### config.mk
export PLATFORM = sky130hd
export DESIGN_NAME = alu_operand_issue
export DESIGN_NICKNAME = d
export VERILOG_FILES = /design/src/rtl/alu_operand_issue.sv
export SDC_FILE = /design/constraint.sdc
export NUM_CORES = 1
export LEC_CHECK = 0
export CORE_AREA = 5 5 239 241
export CTS_CLUSTER_SIZE = 12
export DETAILED_ROUTE_END_ITERATION = 7
export DIE_AREA = 0 0 244 246
export GPL_ROUTABILITY_DRIVEN = 0
export GPL_TIMING_DRIVEN = 1
export PLACE_DENSITY = 0.73
export SETUP_SLACK_MARGIN = 0.2
export SLEW_MARGIN = 10
export SYNTH_ARGS = -nofsm -noshare
export SYNTH_HDL_FRONTEND = slang
export SYNTH_SLANG_ARGS = --single-unit
### constraint.sdc
create_clock -name clk -period 1.5 [get_ports clk]
set_clock_uncertainty 0.05 [all_clocks]
set_input_delay 0.225 -clock clk [delete_from_list [all_inputs] [get_ports clk]]
set_output_delay 0.225 -clock clk [all_outputs]
set_load 0.005 [all_outputs]
### src/rtl/alu_operand_issue.sv
// Decode->execute issue stage: holds one decoded op, selects ALU operands and resolves branches.
// Optional MEM/WB operand bypass is enabled by defining ALU_ISSUE_FWD_EN.
module alu_operand_issue #(
  parameter int unsigned XLEN   = 64,
  parameter int unsigned REG_AW = 5,
  parameter int unsigned CTRL_W = 4
) (
  input  logic              clk,
  input  logic              rst_n,
  input  logic              flush,
  input  logic              id_valid,
  output logic              id_ready,
  input  logic [REG_AW-1:0] id_rs1,
  input  logic [REG_AW-1:0] id_rs2,
  input  logic [REG_AW-1:0] id_rd,
  input  logic [XLEN-1:0]   id_rs1_data,
  input  logic [XLEN-1:0]   id_rs2_data,
  input  logic [XLEN-1:0]   id_imm,
  input  logic [XLEN-1:0]   id_pc,
  input  logic              id_src1_pc,
  input  logic              id_src2_imm,
  input  logic [CTRL_W-1:0] id_alu_ctrl,
  input  logic              id_is_branch,
  input  logic              id_br_inv,
  input  logic              mem_wr_en,
  input  logic [REG_AW-1:0] mem_rd,
  input  logic [XLEN-1:0]   mem_data,
  input  logic              wb_wr_en,
  input  logic [REG_AW-1:0] wb_rd,
  input  logic [XLEN-1:0]   wb_data,
  output logic [XLEN-1:0]   op1,
  output logic [XLEN-1:0]   op2,
  output logic [CTRL_W-1:0] alu_ctrl,
  input  logic              alu_zero,
  output logic              ex_valid,
  input  logic              ex_ready,
  output logic [REG_AW-1:0] ex_rd,
  output logic              br_taken,
  output logic [XLEN-1:0]   br_target
);

  typedef enum logic {
    EMPTY = 1'b0,
    HELD  = 1'b1
  } state_t;

  state_t state_q, state_d;

  logic [REG_AW-1:0] rs1_q, rs2_q, rd_q;
  logic [XLEN-1:0]   rs1_data_q, rs2_data_q, imm_q, pc_q, br_target_q;
  logic              src1_pc_q, src2_imm_q, is_branch_q, br_inv_q;
  logic [CTRL_W-1:0] ctrl_q;
  logic              capture;
  logic              wb_hit_rs1, wb_hit_rs2;
  logic [XLEN-1:0]   rs1_fwd, rs2_fwd;

  always_ff @(posedge clk or negedge rst_n) begin
    if (!rst_n) state_q <= EMPTY;
    else        state_q <= state_d;
  end

  always_comb begin
    state_d  = state_q;
    id_ready = (state_q == EMPTY) || ex_ready;
    capture  = id_valid && id_ready;
    if (flush)                             state_d = EMPTY;
    else if (capture)                      state_d = HELD;
    else if (state_q == HELD && ex_ready)  state_d = EMPTY;
  end

  assign wb_hit_rs1 = wb_wr_en && (wb_rd != '0) && (wb_rd == rs1_q);
  assign wb_hit_rs2 = wb_wr_en && (wb_rd != '0) && (wb_rd == rs2_q);

  // A capture replaces the op outright, so a same-cycle WB refresh of the old op is dropped.
  always_ff @(posedge clk or negedge rst_n) begin
    if (!rst_n) begin
      rs1_q       <= '0;
      rs2_q       <= '0;
      rd_q        <= '0;
      rs1_data_q  <= '0;
      rs2_data_q  <= '0;
      imm_q       <= '0;
      pc_q        <= '0;
      br_target_q <= '0;
      src1_pc_q   <= 1'b0;
      src2_imm_q  <= 1'b0;
      is_branch_q <= 1'b0;
      br_inv_q    <= 1'b0;
      ctrl_q      <= '0;
    end else if (capture) begin
      rs1_q       <= id_rs1;
      rs2_q       <= id_rs2;
      rd_q        <= id_rd;
      rs1_data_q  <= id_rs1_data;
      rs2_data_q  <= id_rs2_data;
      imm_q       <= id_imm;
      pc_q        <= id_pc;
      br_target_q <= id_pc + id_imm;
      src1_pc_q   <= id_src1_pc;
      src2_imm_q  <= id_src2_imm;
      is_branch_q <= id_is_branch;
      br_inv_q    <= id_br_inv;
      ctrl_q      <= id_alu_ctrl;
    end else if (state_q == HELD) begin
      if (wb_hit_rs1) rs1_data_q <= wb_data;
      if (wb_hit_rs2) rs2_data_q <= wb_data;
    end
  end

`ifdef ALU_ISSUE_FWD_EN
  // MEM is the younger producer, so it takes priority over WB.
  always_comb begin
    rs1_fwd = rs1_data_q;
    if (rs1_q != '0 && mem_wr_en && mem_rd == rs1_q) rs1_fwd = mem_data;
    else if (wb_hit_rs1)                              rs1_fwd = wb_data;
  end

  always_comb begin
    rs2_fwd = rs2_data_q;
    if (rs2_q != '0 && mem_wr_en && mem_rd == rs2_q) rs2_fwd = mem_data;
    else if (wb_hit_rs2)                              rs2_fwd = wb_data;
  end
`else
  logic unused_mem;
  assign unused_mem = ^{mem_wr_en, mem_rd, mem_data};
  assign rs1_fwd    = rs1_data_q;
  assign rs2_fwd    = rs2_data_q;
`endif

  assign ex_valid  = (state_q == HELD);
  assign op1       = src1_pc_q  ? pc_q  : rs1_fwd;
  assign op2       = src2_imm_q ? imm_q : rs2_fwd;
  assign alu_ctrl  = ctrl_q;
  assign ex_rd     = rd_q;
  assign br_target = br_target_q;
  assign br_taken  = ex_valid && is_branch_q && (alu_zero ^ br_inv_q);

endmodule

==> impl_metrics.ini <==
[global_routing]
grt_pass1_wl_um = 123000
grtUsageTotal = 0.257
grt_pass1_vias = 21500
antenna_found_initial = 8
grt_max_degree = 56
gr-total-overflow = 0

[floorplan]
row_count = 86
start_util = 0.350
ioPinCount = 629
die_x_um = 244
die_area_um2 = 60000
die_h_um = 246
core-area_um2 = 54700

[outcome]
violations = setup timing
status = finished with violations

[timing]
min_period_over_period = 1.74
slew_headroom = 0.640
fin_setup_tns_ns = -212.83
final-hold-violation-count = 0
fmax_ghz = 0.382
grt_setup_unrepaired = yes
fin_ws_ns = -1.12
worstMarginPinSlew_ns = 0.534
setup_violations = 538
fin_crit_ns = 2.62
whs_ns = 0.0467
finalMaxSlewViolations = 0

[detailed_routing]
drtAntennaViolNets = 0
wl_met1_um = 33600
route.met3.wl_um = 7700
drc = 0
top_layer_used = met4
routed_wl_um = 87200
vias = 20600
viasPerCell = 5.26
dr.pass1.iters = 7
wl_per_cell_um = 22.2
drt_iter0_drc = 1454
dr_wl_met2_um = 42200

[job]
drv_cap = 0

[placed_design]
placed_area_um2 = 28700
post-dp-hpwl_um = 56700
port_buffers = 558

[clock_network]
clock_sinks = 344
htreeDepth = 2
cts.clk_slew.worst_paths_ns = 0.06
root_buffer = clkbuf_16
tritoncts = done
clk_latency_ns = 0.55
clockBufferDepth = 3
cts_buffers = 41

[cells_and_area]
fillers = 4182
drive_above_1_share = 0.346
finish.utilization = 0.619
layout_common_cells = nand2_1, buf_4, dfrtp_1, clkdlybuf4s50_1, o21ai_1
fin_area_um2 = 33900
final_common_cell = nand2_1
area_growth_pct = 76.7
multiInputGateArea_um2 = 11700
seq_area_um2 = 8620
nets = 3671

[worst_setup_path]
startpoint_type = input port
cp-end-kind = register
path_buf_inv = 5
path_cells = buf_8 -> ha_4 -> fa_2 -> a211oi_4 -> o21ai_2 -> a21oi_2 -> buf_4 -> o211ai_1 -> a221o_1 -> buf_4 -> buf_6 -> a31oi_4 -> buf_6 -> o21ai_4 -> xnor2_2 -> o21ai_1
critical_path_arrival_ns = 2.99
cp.required_ns = 1.87
critPathMaxFanout = 3
crit_family = compound AO/OA/AOI/OAI gates
slowest_delay_ns = 0.43
slowest_stage = a221o_1
path_class = input port to register

[power]
p_clk_frac = 0.315
p_int_uw = 23500
power.leakage_uw = 0.0166
swShare = 0.302
power_frac_comb = 0.347
power_per_cell_area_nw_per_um2 = 994
ir_drop_mv = 0.707
power_frac_seq = 0.338
switchingPower_uw = 10200

[logic_synthesis]
synth_top_flop_cell = dfrtp_1
netlist_area_um2 = 19200
avgSynthCellArea_um2 = 9.01
synth_seq_cells = 344
synth.distinct_cells = 60
synth-async-reset-ratio = 1.00
synth_nets = 2614
netlist_instances = 2125
yosysSeqAreaShare = 0.449
yosys_warnings = 0
synth_edf_count = 0

[worst_hold_path]
hold_path.class = input port to register
## kinds of logic (layout without fill, tap and decap cells)
| logic type | count (synthesis) | after routing | synth area share |
|---|---|---|---|
| AND/OR/NAND/NOR | 826 | 826 | 0.174 |
| AO/OA/AOI/OAI | 431 | 431 | 0.135 |
| flip-flops | 344 | 344 | 0.449 |
| multiplexers | 256 | 256 | 0.142 |
| buffers and inverters | 145 | 1228 | 0.0301 |
| adder cells (fa/ha/maj) | 64 | 64 | 0.0422 |
| XOR/XNOR | 59 | 59 | 0.0270 |
| other | 0 | 10 | 0 |
## stage by stage
step / std cells / worst slack (ns) / power, uW
after global placement: 3614 / -2.09 / 20800
after global routing: 3918 / -1.17 / 35100
after floorplan: 2125 / -1.06 / 15300
after CTS: 3821 / -1.03 / 32600
after detailed placement: 3614 / -2.17 / 21100
final: 3922 / -1.12 / 33600
## registers in the layout (all words and copies together), names as in the netlist
name	flops
br_target	64
imm_q	64
pc_q	64
rs1_data_q	64
rs2_data_q	64
ex_rd	5
rs1_q	5
rs2_q	5
alu_ctrl	4
br_inv_q	1
ex_valid	1
is_branch_q	1
src1_pc_q	1
src2_imm_q	1
## layer usage
layer / global-route usage / vias up
li1: - / 9407
met1: 0.312 / 10100
met2: 0.445 / 924
met3: 0.0672 / 224
met4: 0.0924 / 0
met5: 0 / -
## timing repair
action / in CTS / in global routing
setup endpoints to repair: 547 / 547
setup buffers: 79 / 79
gates resized for setup: 798 / 315
endpoints found under the hold margin: 258 / 2
gates cloned: 15 / 10
hold buffers: 44 / 2
pin swaps: 136 / 75
## synthesized netlist by cell type (all sizes together), types with 19 or more instances
| library cell | number | area, um^2 |
|---|---|---|
| buf | 21 | 111 |
| dfrtp | 344 | 8610 |
| inv | 21 | 78.8 |
| xnor2 | 31 | 272 |
| xor2 | 28 | 245 |
| nor2 | 34 | 128 |
| a21oi | 82 | 414 |
| o21bai | 19 | 143 |
| nand2 | 707 | 2660 |
| o21ai | 214 | 1070 |
| a21o | 40 | 300 |
| clkbuf | 103 | 387 |
| mux2 | 128 | 1440 |
| ha | 63 | 788 |
| mux2i | 128 | 1280 |
## area by class of cell
class,count,share of cell area
multi-input cells,1636,0.345
repair buffers,1138,0.330
flip-flops and latches,344,0.254
clock buffers,53,0.0334
well taps,704,0.0260
clock inverters,16,0.00780
inverters,21,0.00233
diodes,10,0.000739
## power by group through the flow
stage                     clock network (uW)  registers, uW  logic (uW)
after floorplan                            0          11200        4150
after global placement                     0          11300        9490
after detailed placement                   0          11400        9650
after CTS                              10700          11300       10700
after global routing                   11100          11500       12400
final                                  10600          11400       11700
## path summary, 6_finish.rpt
check                      slack [ns]  cells past startpoint             end  startpoint
max reg2reg                     -0.56                      8  rs1_data_q[28]    rs1_q[4]
max in group asynchronous        0.60                      4         pc_q[4]       rst_n
max                             -1.12                     16   br_target[44]   id_imm[0]
min in group asynchronous        0.12                      2  rs1_data_q[27]       rst_n
min reg2reg                      0.42                      2        pc_q[56]    pc_q[56]
min                              0.05                      3        pc_q[31]   id_pc[31]
## worst reg2reg max path, delay by kind of cell, from the launching register on
family	cells	cell delay [ns]
multiplexers	1	0.23
buffers and inverters	3	0.48
flip-flops	1	0.40
AO/OA/AOI/OAI	1	0.09
XOR/XNOR	1	0.16
AND/OR/NAND/NOR	2	0.52
(Power assumes the default switching activity.)
